==> config.mk <==
export PLATFORM = sky130hd
export DESIGN_NAME = rtc_snapshot_bank
export DESIGN_NICKNAME = d
export VERILOG_FILES = /design/src/rtl/rtc_snapshot_pkg.sv /design/src/rtl/rtc_field_regfile.sv /design/src/rtl/rtc_snapshot_bank.sv
export SDC_FILE = /design/constraint.sdc
export NUM_CORES = 1
export LEC_CHECK = 0
export ABC_AREA = 1
export BUFFER_PORTS_ARGS = -buffer_cell sky130_fd_sc_hd__buf_2
export CAP_MARGIN = 20
export CORE_MARGIN = 2
export CORE_UTILIZATION = 45
export DETAILED_ROUTE_END_ITERATION = 7
export RECOVER_POWER = 50
export SLEW_MARGIN = 20
export SYNTH_ARGS = -nofsm -noshare
export SYNTH_HDL_FRONTEND = slang
export SYNTH_SLANG_ARGS = --single-unit
==> constraint.sdc <==
create_clock -name clk -period 1.85 [get_ports clk]
set_input_delay 0.37 -clock clk [delete_from_list [all_inputs] [get_ports clk]]
set_output_delay 0.37 -clock clk [all_outputs]
set_load 0.005 [all_outputs]
==> src/rtl/rtc_snapshot_pkg.sv <==
// Shared types and constants for the RTC snapshot bank: FSM state encoding
// and the canonical field order of an RTC burst.
package rtc_snapshot_pkg;

  typedef enum logic [1:0] {
    ST_IDLE    = 2'd0,
    ST_SKIP    = 2'd1,
    ST_CAPTURE = 2'd2,
    ST_PENDING = 2'd3
  } state_e;

  localparam int F_SEG    = 0;
  localparam int F_MIN    = 1;
  localparam int F_HORA   = 2;
  localparam int F_FECHA  = 3;
  localparam int F_MES    = 4;
  localparam int F_ANIO   = 5;
  localparam int F_DIA    = 6;
  localparam int F_SEMANA = 7;

endpackage

==> src/rtl/rtc_field_regfile.sv <==
// Shadow/active field banks: per-field shadow writes, one-cycle bulk copy of
// shadow into active, and a registered read of the active bank.
module rtc_field_regfile #(
  parameter int NUM_FIELDS = 8,
  parameter int DATA_W     = 8,
  parameter int IDX_W      = 3
) (
  input  logic              clk,
  input  logic              rst_n,
  input  logic              wr_en,
  input  logic [IDX_W-1:0]  wr_idx,
  input  logic [DATA_W-1:0] wr_data,
  input  logic              copy_en,
  input  logic [IDX_W-1:0]  rd_idx,
  output logic [DATA_W-1:0] rd_data
);

  logic [DATA_W-1:0] shadow_q [NUM_FIELDS];
  logic [DATA_W-1:0] active_q [NUM_FIELDS];
  logic [DATA_W-1:0] rd_data_q;

  // The read samples active before a same-edge copy lands, so a read on the
  // commit edge still returns the previous snapshot.
  always_ff @(posedge clk or negedge rst_n) begin
    if (!rst_n) begin
      for (int i = 0; i < NUM_FIELDS; i++) begin
        shadow_q[i] <= '0;
        active_q[i] <= '0;
      end
      rd_data_q <= '0;
    end else begin
      if (wr_en) shadow_q[wr_idx] <= wr_data;
      if (copy_en) begin
        for (int i = 0; i < NUM_FIELDS; i++) active_q[i] <= shadow_q[i];
      end
      rd_data_q <= (int'(rd_idx) < NUM_FIELDS) ? active_q[rd_idx] : '0;
    end
  end

  assign rd_data = rd_data_q;

endmodule

==> src/rtl/rtc_snapshot_bank.sv <==
// Captures an RTC field burst into a shadow bank and commits it to the
// renderer-visible active bank only on a frame boundary.
module rtc_snapshot_bank
  import rtc_snapshot_pkg::*;
#(
  parameter int NUM_FIELDS  = 8,
  parameter int DATA_W      = 8,
  parameter int SKIP_CYCLES = 0,
  parameter int IDX_W       = (NUM_FIELDS > 1) ? $clog2(NUM_FIELDS) : 1
) (
  input  logic              clk,
  input  logic              reset,
  input  logic              inicioSecuencia,
  input  logic [DATA_W-1:0] datoRTC,
  input  logic              frame_tick,
  input  logic [IDX_W-1:0]  rd_idx,
  output logic [DATA_W-1:0] rd_data,
  output logic              capture_busy,
  output logic              commit_pulse,
  output logic              snapshot_valid,
  output logic              overrun,
  output state_e            dbg_state
);

  localparam int     SKIP_W     = (SKIP_CYCLES > 1) ? $clog2(SKIP_CYCLES) : 1;
  localparam state_e RESTART_ST = (SKIP_CYCLES == 0) ? ST_CAPTURE : ST_SKIP;

  state_e            state_q, state_d;
  logic [IDX_W-1:0]  cnt_q, cnt_d;
  logic [SKIP_W-1:0] skip_q, skip_d;
  logic              start_prev_q;
  logic              commit_q, commit_d;
  logic              valid_q, valid_d;
  logic              overrun_q, overrun_d;
  logic              start_edge;
  logic              wr_en;
  logic              copy_en;

  assign start_edge = inicioSecuencia & ~start_prev_q;

  always_ff @(posedge clk or negedge reset) begin
    if (!reset) begin
      state_q      <= ST_IDLE;
      cnt_q        <= '0;
      skip_q       <= '0;
      start_prev_q <= 1'b0;
      commit_q     <= 1'b0;
      valid_q      <= 1'b0;
      overrun_q    <= 1'b0;
    end else begin
      state_q      <= state_d;
      cnt_q        <= cnt_d;
      skip_q       <= skip_d;
      start_prev_q <= inicioSecuencia;
      commit_q     <= commit_d;
      valid_q      <= valid_d;
      overrun_q    <= overrun_d;
    end
  end

  always_comb begin
    state_d   = state_q;
    cnt_d     = cnt_q;
    skip_d    = skip_q;
    commit_d  = 1'b0;
    valid_d   = valid_q;
    overrun_d = overrun_q;
    wr_en     = 1'b0;
    copy_en   = 1'b0;
    case (state_q)
      ST_IDLE: begin
        if (start_edge) begin
          state_d = RESTART_ST;
          cnt_d   = '0;
          skip_d  = '0;
        end
      end
      ST_SKIP: begin
        if (start_edge) overrun_d = 1'b1;
        if (int'(skip_q) == SKIP_CYCLES - 1) state_d = ST_CAPTURE;
        else skip_d = skip_q + 1'b1;
      end
      ST_CAPTURE: begin
        if (start_edge) overrun_d = 1'b1;
        wr_en = 1'b1;
        cnt_d = cnt_q + 1'b1;
        if (int'(cnt_q) == NUM_FIELDS - 1) begin
          state_d = ST_PENDING;
          cnt_d   = '0;
        end
      end
      ST_PENDING: begin
        // A simultaneous start commits the finished burst before restarting,
        // so nothing is lost and no overrun is flagged.
        if (frame_tick) begin
          copy_en   = 1'b1;
          commit_d  = 1'b1;
          valid_d   = 1'b1;
          overrun_d = 1'b0;
          state_d   = ST_IDLE;
        end else if (start_edge) begin
          overrun_d = 1'b1;
        end
        if (start_edge) begin
          state_d = RESTART_ST;
          cnt_d   = '0;
          skip_d  = '0;
        end
      end
      default: state_d = ST_IDLE;
    endcase
  end

  rtc_field_regfile #(
    .NUM_FIELDS(NUM_FIELDS),
    .DATA_W    (DATA_W),
    .IDX_W     (IDX_W)
  ) u_regfile (
    .clk    (clk),
    .rst_n  (reset),
    .wr_en  (wr_en),
    .wr_idx (cnt_q),
    .wr_data(datoRTC),
    .copy_en(copy_en),
    .rd_idx (rd_idx),
    .rd_data(rd_data)
  );

  assign capture_busy   = (state_q == ST_SKIP) || (state_q == ST_CAPTURE);
  assign commit_pulse   = commit_q;
  assign snapshot_valid = valid_q;
  assign overrun        = overrun_q;
  assign dbg_state      = state_q;

endmodule

==> results.md <==
- Via count: between 4000 and 5000
- Leakage: 3.61 nW
- Mean post-synth cell area: 8.89 µm²
- Post-synthesis register bit count: 145
- Tmin final: 1.79 ns
- Clk slew on worst S/H paths: approximately 0.050 ns
- Routed Antenna Nets: 0
- Vias in the first global route: ~4400
- Most common cell in the netlist: nand2_1
- Initial core utilization: 45.8%
- Maxcap violations: 0
- Ant diodes: 0
- CTS buffer count: 17
- Post-CTS setup buffer count: 0
- I/O pin cnt: 29
- Max Clock Freq: 0.558 GHz
- Top post-synthesis cells by area: dfrtp_1 (58%), nand2_1 (14%), o21ai_0 (6.4%)
- Syn Nets: 730
- Syn. warnings: 0
- Die ar.: 15000 µm²
- Status: finished, final reports clean
- Worst Setup End Kind: output pin
- Crit path max fanout: 5
- Clk_lat worst skew: 0.42 ns
- Die Y: 122 µm
- Final Setup Violations: 0
- Clock Sinks: 145
- Die W: roughly 120 µm
- Tcrit/Tclk final: a little over nine tenths
- Post-synth top area share: 57.6%
- Wirelength per Cell: 14.7 µm
- Most used DFF post-synth: dfrtp_1
- Fill cells: 1332
- Arrival time worst endpoint: 1.42 ns
- Hold_sp: inicioSecuencia
- Slew @ Worst Pin: 0.931 ns
- 1st-iter DRT viols: 391
- Buffers on Ports: 28
- Core area: about 14000 µm²
- Req. time, crit path: 1.48 ns
- CP startpoint: dbg_state[0]$_DFFE_PN0P_
- H-tree depth: 4
- Syn Std Cell Area: 6300 µm²
- Unique cell type count in the Yosys netlist: 24
- EDFF count, synth: 0
- Nets: 760
- Grt ovf: 0
- Gr usage total: between 20% and 30%
- Post-synth top cells: nand2_1 (242), dfrtp_1 (145), inv_1 (92)
- RSZ-0062 raised after global routing: false
- Max-slew violations: 0
- Hold Fails Final Rpt: 0
- Setup tns final: 0 ns
- Crit path kind: flop to output pin
- PostCTS Resize Cnt: 0
- Skew final: 0.00387 ns
- HP Class: primary input to flop
- 1st-pass router iterations: 4
- Vias per inst: a little under 5
- Cell taking the most area after synthesis: dfrtp_1
- Gate Count Post-Synth: approximately 710
- Hold WS: 0.0939 ns
- Share of layout cells above drive strength 1: 16.1%
- GP Congestion: 0.780
- Final Power: 0.0117 W
- Row count: 43
- Pin count of the biggest net entering global routing: 54
- Max Root-Sink Buffers: 2
- Critical R2R Launch: dbg_state[0]$_DFFE_PN0P_
- Final WL: between 10000 and 15000 µm
- Finished Cell Area: 7140 µm²
- First-pass GRT wire length: 23000 µm
- CTS tree: done
- Async set-reset flop share out of synthesis: between 90% and 100%
- Pwr Density: 1640 nW/µm²
- Hpwl dp: 9120 µm
- Clock root cell: clkbuf_16
- Area after DPL: roughly 6600 µm²
- Startpoint types: flop
- Relative slew slack: 38.0%
- Maximum VDD drop: 0.765 mV
- Residual DRC: 0
- Area grow syn2layout: 13.3%
- Antenna violations before repair: 0
- Register area share after synthesis: a little under three fifths
[cells in the final DEF, fill, tap and decap left out]
| cell type | netlist | routed |
|---|---|---|
| nand2_1 | 242 | 242 |
| dlygate4sd3_1 | 0 | 1 |
| o21ai_1 | 16 | 16 |
| nand3_4 | 1 | 1 |
| inv_2 | 4 | 5 |
| or2_2 | 1 | 1 |
| clkbuf_2 | 0 | 1 |
| nor2_2 | 2 | 2 |
| nor2_4 | 1 | 1 |
| clkinvlp_4 | 0 | 1 |
| clkbuf_16 | 0 | 17 |
| clkbuf_1 | 9 | 9 |
| buf_12 | 0 | 3 |
| ha_1 | 6 | 6 |
| o21ai_0 | 81 | 81 |
| nand4_1 | 1 | 1 |
| o21ai_2 | 35 | 35 |
| buf_6 | 8 | 2 |
| clkinv_2 | 0 | 4 |
| nand2_2 | 10 | 10 |
| dfrtp_1 | 145 | 145 |
| nor2_1 | 2 | 2 |
| buf_4 | 6 | 8 |
| clkbuf_8 | 0 | 4 |
| a21oi_1 | 1 | 1 |
| nor3_4 | 1 | 1 |
| o22a_1 | 1 | 1 |
| nand3_1 | 35 | 35 |
| inv_1 | 92 | 91 |
| buf_2 | 7 | 25 |
[worst paths after layout]
check | endpoint | slack [ns] | depth (start not counted)
min in group asynchronous | u_regfile.shadow_q[41]$_DFFE_PN0P_ | 0.62 | 2
hold / removal | start_prev_q$_DFF_PN0_ | 0.09 | 1
max in group asynchronous | u_regfile.shadow_q[8]$_DFFE_PN0P_ | 0.31 | 3
hold reg to reg | snapshot_valid$_DFFE_PN0P_ | 0.48 | 1
setup / recovery | capture_busy | 0.06 | 3
setup reg to reg | u_regfile.shadow_q[46]$_DFFE_PN0P_ | 0.15 | 7
[registers in the layout (all words and copies together), names as in the netlist]
signal	flops
overrun	1
u_regfile.shadow_q	64
cnt_q	3
u_regfile.active_q	64
dbg_state	2
snapshot_valid	1
u_regfile.rd_data	8
start_prev_q	1
commit_pulse	1
[kinds of logic after synthesis]
| kind of cell | synth area share [%] |
|---|---|
| adders and majority gates | 1.19 |
| DFF | 57.6 |
| AOI/OAI and AO/OA | 12.8 |
| and+or+nand+nor | 19.4 |
| buffers and inverters | 9.07 |
[layer usage]
layer | global-route usage [%] | vias to the layer above | part of all wire (%)
met5 | 0 | - | 0
met2 | 31.7 | 107 | 46
li1 | - | 2275 | -
met3 | 5.25 | 14 | 4.9
met1 | 28.1 | 2191 | 47
met4 | 7.47 | 0 | 1.3
[cell type report]
cell class	count	area (µm²)	area share, %
Inverter	96	360	5.04
Clock buffer	27	503	7.04
Clock inverter	5	27.5	0.385
Multi-Input combinational cell	436	2100	29.5
Timing Repair Buffer	43	294	4.12
Sequential cell	145	3630	50.8
Tap cell	180	225	3.15
[where the power goes]
group | switching (W) | internal, W | total (W)
registers | 0.000623 | 0.00466 | 0.00529
clock network | 0.00124 | 0.00185 | 0.00308
logic | 0.00212 | 0.00126 | 0.00338
total | 0.00398 | 0.00776 | 0.0117
[repair_timing]
item	4_1_cts	5_1_grt
endpoints found under the setup margin	0	0
hold endpoints to repair	30	0
hold buffers	1	0
[worst max-delay path, stage by stage, from the launching register on]
cell and delay (ns):
dfrtp_1 0.41, inv_1 0.08, ha_1 0.36, buf_2 0.15
[stage by stage]
| stage | worst slack, ns | std cells | util, % |
|---|---|---|---|
| 6_report | 0.0575 | 932 | 51.9 |
| 5_1_grt | 0.000985 | 932 | 51.9 |
| 4_1_cts | 0.0482 | 932 | 52.1 |
| 3_5_place_dp | 0.146 | 899 | 48.2 |
| 3_3_place_gp | 0.195 | 899 | 48.2 |
| 2_1_floorplan | 0.371 | 709 | - |
Power figures use the tool's default switching activity.
